===== config.mk =====
export PLATFORM = sky130hd
export DESIGN_NAME = trace_pkt_serializer
export DESIGN_NICKNAME = d
export VERILOG_FILES = /design/src/rtl/continuous_monitoring_system_pkg.sv /design/src/rtl/trace_pkt_serializer.sv
export SDC_FILE = /design/constraint.sdc
export NUM_CORES = 1
export LEC_CHECK = 0
export BUFFER_PORTS_ARGS = -buffer_cell sky130_fd_sc_hd__buf_4
export CORE_MARGIN = 2
export CORE_UTILIZATION = 46
export DETAILED_ROUTE_END_ITERATION = 10
export PLACE_DENSITY = 0.78
export SLEW_MARGIN = 20
export SYNTH_ARGS = -nofsm -noshare
export SYNTH_HDL_FRONTEND = slang
export SYNTH_SLANG_ARGS = --single-unit

===== constraint.sdc =====
create_clock -name clk -period 2 [get_ports clk]
set_input_delay 0.2 -clock clk [delete_from_list [all_inputs] [get_ports clk]]
set_output_delay 0.2 -clock clk [all_outputs]
set_load 0.02 [all_outputs]

===== src/rtl/continuous_monitoring_system_pkg.sv =====
// rtl/continuous_monitoring_system_pkg.sv - shared widths, constants and state types for the monitoring pipeline
package continuous_monitoring_system_pkg;

    localparam int          AXI_DATA_WIDTH          = 256;
    localparam int          SERIALIZER_OUT_WIDTH    = 64;
    localparam logic [15:0] SERIALIZER_HEADER_MAGIC = 16'hC0DE;

    typedef enum logic [1:0] {
        SER_IDLE,
        SER_HEADER,
        SER_SEND
    } serializer_state_t;

endpackage


===== src/rtl/trace_pkt_serializer.sv =====
// rtl/trace_pkt_serializer.sv - splits one wide trace packet into OUT_WIDTH-bit stream beats, LS word first
// Optional TRACE_SERIALIZER_SEQ_HEADER_EN prefixes each packet with a {magic, beats, seq} header beat.
module trace_pkt_serializer
    import continuous_monitoring_system_pkg::*;
#(
    parameter int IN_WIDTH  = AXI_DATA_WIDTH,
    parameter int OUT_WIDTH = SERIALIZER_OUT_WIDTH
) (
    input  logic                 clk,
    input  logic                 rst_n,
    input  logic                 s_axis_tvalid,
    output logic                 s_axis_tready,
    input  logic [IN_WIDTH-1:0]  s_axis_tdata,
    input  logic                 s_axis_tlast,
    output logic                 m_axis_tvalid,
    input  logic                 m_axis_tready,
    output logic [OUT_WIDTH-1:0] m_axis_tdata,
    output logic                 m_axis_tlast,
    output logic [31:0]          pkt_count,
    output logic                 busy
);

    localparam int BEATS = (IN_WIDTH + OUT_WIDTH - 1) / OUT_WIDTH;
    localparam int IDX_W = (BEATS > 1) ? $clog2(BEATS) : 1;
    localparam int PAD_W = BEATS * OUT_WIDTH;
    localparam logic [IDX_W-1:0] LAST_IDX = IDX_W'(BEATS - 1);

`ifdef TRACE_SERIALIZER_SEQ_HEADER_EN
    localparam serializer_state_t PKT_START = SER_HEADER;
`else
    localparam serializer_state_t PKT_START = SER_SEND;
`endif

    serializer_state_t state, state_nxt;

    logic [PAD_W-1:0] held_data;
    logic             held_tlast;
    logic [IDX_W-1:0] beat_idx;
    logic             last_beat;
    logic             accept;
    logic             send_hs;

`ifdef TRACE_SERIALIZER_SEQ_HEADER_EN
    logic [31:0] seq_cnt;
    logic [31:0] held_seq;
    logic [63:0] header_word;

    assign header_word = {SERIALIZER_HEADER_MAGIC, 16'(BEATS), held_seq};
`endif

    assign last_beat = (beat_idx == LAST_IDX);
    assign accept    = s_axis_tvalid & s_axis_tready;
    assign send_hs   = (state == SER_SEND) & m_axis_tready;
    assign busy      = (state != SER_IDLE);

    always_ff @(posedge clk or negedge rst_n) begin
        if (!rst_n) begin
            state <= SER_IDLE;
        end else begin
            state <= state_nxt;
        end
    end

    // Outputs decode from registered state only, so nothing on s_axis reaches m_axis combinationally.
    always_comb begin
        state_nxt     = state;
        s_axis_tready = 1'b0;
        m_axis_tvalid = 1'b0;
        m_axis_tdata  = '0;
        m_axis_tlast  = 1'b0;
        case (state)
            SER_IDLE: begin
                s_axis_tready = 1'b1;
                if (s_axis_tvalid) begin
                    state_nxt = PKT_START;
                end
            end
`ifdef TRACE_SERIALIZER_SEQ_HEADER_EN
            SER_HEADER: begin
                m_axis_tvalid = 1'b1;
                m_axis_tdata  = OUT_WIDTH'(header_word);
                if (m_axis_tready) begin
                    state_nxt = SER_SEND;
                end
            end
`endif
            SER_SEND: begin
                m_axis_tvalid = 1'b1;
                m_axis_tdata  = held_data[int'(beat_idx) * OUT_WIDTH +: OUT_WIDTH];
                m_axis_tlast  = held_tlast & last_beat;
                if (m_axis_tready && last_beat) begin
                    s_axis_tready = 1'b1;
                    state_nxt     = s_axis_tvalid ? PKT_START : SER_IDLE;
                end
            end
            default: begin
                state_nxt = SER_IDLE;
            end
        endcase
    end

    always_ff @(posedge clk or negedge rst_n) begin
        if (!rst_n) begin
            held_data  <= '0;
            held_tlast <= 1'b0;
            beat_idx   <= '0;
            pkt_count  <= '0;
        end else begin
            if (accept) begin
                held_data  <= PAD_W'(s_axis_tdata);
                held_tlast <= s_axis_tlast;
                beat_idx   <= '0;
            end else if (send_hs) begin
                beat_idx <= last_beat ? '0 : beat_idx + 1'b1;
            end
            if (send_hs && last_beat) begin
                pkt_count <= pkt_count + 32'd1;
            end
        end
    end

`ifdef TRACE_SERIALIZER_SEQ_HEADER_EN
    always_ff @(posedge clk or negedge rst_n) begin
        if (!rst_n) begin
            seq_cnt  <= '0;
            held_seq <= '0;
        end else if (accept) begin
            held_seq <= seq_cnt;
            seq_cnt  <= seq_cnt + 32'd1;
        end
    end
`endif

endmodule


==> metrics <==
status=finished with violations; violations in the final reports=setup timing; Die Span X=179 um; CTS Root Cell=clkbuf_16; core region area=29800 sq um; global routing's busiest layer=met2; count of maximum capacitance violations=0; DPL Wire Length=24.0 mm; Initial Util=0.470; DIE AREA=31900 sq um; ratio of routed vias to standard cells=5.37; global-route wire length before repair=68.5 mm; final setup fails=171; type of origin of the critical path=register; Final Critical Period=2360 ps; cell area after synthesis=14000 sq um; pin count of the biggest net entering global routing=67; Net Count, Synth=1110; hold path cells=3; GR Util met2=0.518; data arrival at the endpoint of the critical path=2160 ps; setup repair after global routing missed its margin=true; worst setup slack for register-to-register paths=-90 ps; area grow syn2layout=62.5%; Skew-Pair Late Insertion Delay=500 ps; capturing point of the worst reg2reg path=held_data[14]; launch point of the worst reg-to-reg path=beat_idx[0]; end point of the most critical hold path=pkt_count[2]; number of flip-flops and latches in the synthesized netlist=292; final weighted congestion in routability-driven placement=0.769; antenna violations before repair=5; residual DRC count=0; TritonCTS Buffers=34; nature of the critical path endpoint=output port; die height=179 um; setup clock skew after layout=10.2 ps; register clock-pin slew on the reported worst setup and hold paths=60 ps; number of vias after detailed routing=10500; Hold Crit Class=in2reg; cells after synthesis=847; Congestion Overflow GR=0; share of the yosys chip area belonging to registers=0.522; achievable frequency=424 MHz; Setup CP Type=reg2out; top fanout value on the critical path=9; drt initial violations=579; port buffer count=360; nets=1803; clock sinks=292; Slew @ Worst Pin=642 ps; power density over cell area=1570 nW/um^2; total I/O pin count=361; share of layout cells above drive strength 1=0.577; Clock Path Buffers=3; final hold violation count=0; Final Hold Slack=81.9 ps; DR pass1 iterations=5; accumulated negative setup slack=-20940 ps; via count of the first global-routing pass=12000; maximum VDD drop=1.06 mV; global-route met1 utilization=0.323; Avg Inst Size Synth=16.5 sq um; number of cell instances on the worst register-to-register path=9; required time at the endpoint of the critical path=1800 ps; Leakage=0.0112 uW; PnR worst setup slack=-356 ps; average detailed-routed wire length per instance=24.4 um; Final Slew Violations=0; depth of the CTS H-tree=2; final WL=47.8 mm; Final Cycle Share=1.18; post-synthesis cell type count=34; number of core rows=63; hold path start=m_axis_tready; met3 Usage GRT=0.0550; Slew Limit Headroom=0.572; Antenna Violating Nets Remaining=0; Synthesis Warnings=0; global-route total usage across every layer=0.284; clock tree from TritonCTS=built
area by class of cell:
cell class	instances	area (sq um)
diodes	5	12.5
clock buffers	52	1070
clock inverters	8	65.1
fillers	1604	7040
inverters	3	11.3
multi-input cells	501	6700
flip-flops and latches	292	7320
well taps	390	488
repair buffers	708	7090
cell usage after synthesis:
| cell type | n | share of area |
|---|---|---|
| a21oi_1 | 1 | 0.00036 |
| and2_1 | 64 | 0.029 |
| and3_1 | 5 | 0.0022 |
| and4_1 | 2 | 0.0013 |
| buf_1 | 5 | 0.0013 |
| buf_2 | 8 | 0.0029 |
| buf_4 | 2 | 0.0011 |
| buf_6 | 29 | 0.023 |
| clkbuf_1 | 9 | 0.0024 |
| dfrtp_1 | 292 | 0.52 |
| ha_1 | 2 | 0.0018 |
| inv_1 | 3 | 0.00080 |
| mux2_1 | 30 | 0.024 |
| mux2_2 | 28 | 0.023 |
| mux2_4 | 200 | 0.21 |
| mux4_2 | 64 | 0.10 |
| nand2_1 | 13 | 0.0035 |
| nand2_2 | 1 | 0.00045 |
| nand2b_1 | 3 | 0.0013 |
| nand3_1 | 8 | 0.0029 |
| nand3_2 | 1 | 0.00071 |
| nand4_1 | 20 | 0.0089 |
| nand4b_1 | 2 | 0.0013 |
| nor2_1 | 8 | 0.0021 |
| nor2_2 | 1 | 0.00045 |
| nor2b_1 | 2 | 0.00089 |
| nor3_1 | 4 | 0.0014 |
| nor3_2 | 1 | 0.00071 |
| nor3b_1 | 1 | 0.00054 |
| nor4_1 | 2 | 0.00089 |
| nor4_4 | 1 | 0.0015 |
| o21ai_0 | 4 | 0.0014 |
| xnor2_1 | 25 | 0.016 |
| xor2_1 | 6 | 0.0038 |
through the flow:
step	cell area [sq um]	instances	power, uW	setup slack (ps)	utilization
floorplan	14000	847	19500	190	-
global placement	17500	1597	23800	54.5	0.588
detailed placement	17500	1597	24200	24.1	0.588
CTS	21900	1926	33500	-384	0.734
global route	22800	1959	37000	-396	0.764
finish	22800	1959	35700	-356	0.764
worst max-delay path, stage by stage (launching register included):
cell     delay (ps)
dfrtp_4         460
buf_12          160
buf_16          160
mux4_2          550
and2_4          190
buf_6           130
routing by layer:
layer	share of wire	routed length, um	vias up
met5	0	0	-
li1	-	-	4487
met1	0.37	17700	5470
met4	0.040	1930	0
met3	0.054	2580	134
met2	0.54	25600	437
cell families after synthesis:
logic type,count (synthesis),share of synthesized area
DFF,292,0.522
xor gates and xnor gates,31,0.0194
and+or+nand+nor,139,0.0597
muxes,322,0.364
AOI/OAI and AO/OA,5,0.00179
buffers and inverters,56,0.0318
adders and majority gates,2,0.00179
repair_timing:
item | CTS | global route
gates cloned | 7 | 16
endpoints found under the setup margin | 64 | 120
buffers inserted | 4 | 12
pin swaps | 10 | 8
hold endpoints to repair | 312 | 0
hold buffers | 259 | 0
resized for setup | 118 | 110
cells in the final DEF, fill, tap and decap left out, types with 2 or more instances in the layout:
cell           synthesis  layout
buf_4                  2     312
dfrtp_1              292     289
dlygate4sd3_1          0     259
mux2_4               200     246
buf_6                 29      78
mux4_2                64      64
and2_4                 0      64
clkbuf_16              0      51
buf_12                 0      26
xnor2_1               25      25
nand4_1               20      20
nand2_1               13      11
mux2_2                28      10
buf_16                 0      10
clkbuf_8               0       9
buf_8                  0       9
nor2_1                 8       8
nand3_1                8       8
clkinv_2               0       7
xor2_1                 6       6
clkbuf_1               9       6
diode_2                0       5
o21ai_0                4       4
and3_1                 5       4
nor3_1                 4       4
nand2_8                0       3
nand2b_1               3       3
inv_1                  3       3
mux2_1                30       2
nor2b_1                2       2
and4_1                 2       2
nor2_4                 0       2
nand4b_1               2       2
dfrtp_4                0       2
where the power goes:
part / switching (uW) / internal, uW / leakage, uW
Sequential: 1900 / 8640 / 0.00356
Combinational: 6920 / 11800 / 0.00706
Clock: 2560 / 3820 / 0.000569
Total: 11400 / 24300 / 0.0112
state kept, by name, indices dropped and copies added, names as in the netlist:
name / flops
beat_idx: 2
held_data: 256
held_tlast: 1
state: 1
pkt_count: 32
how the worst max path moves through the flow:
stage / startpoint / to / slack, ps / depth (start not counted)
floorplan: beat_idx[1] / held_data[100] / 190 / 7
global placement: beat_idx[0] / held_data[27] / 50 / 7
detailed placement: beat_idx[0] / held_data[240] / 20 / 7
CTS: beat_idx[0] / m_axis_tdata[4] / -380 / 5
global route: beat_idx[0] / m_axis_tdata[4] / -400 / 5
finish: beat_idx[0] / m_axis_tdata[4] / -360 / 5
No activity file was read; power rests on OpenSTA's default activity.
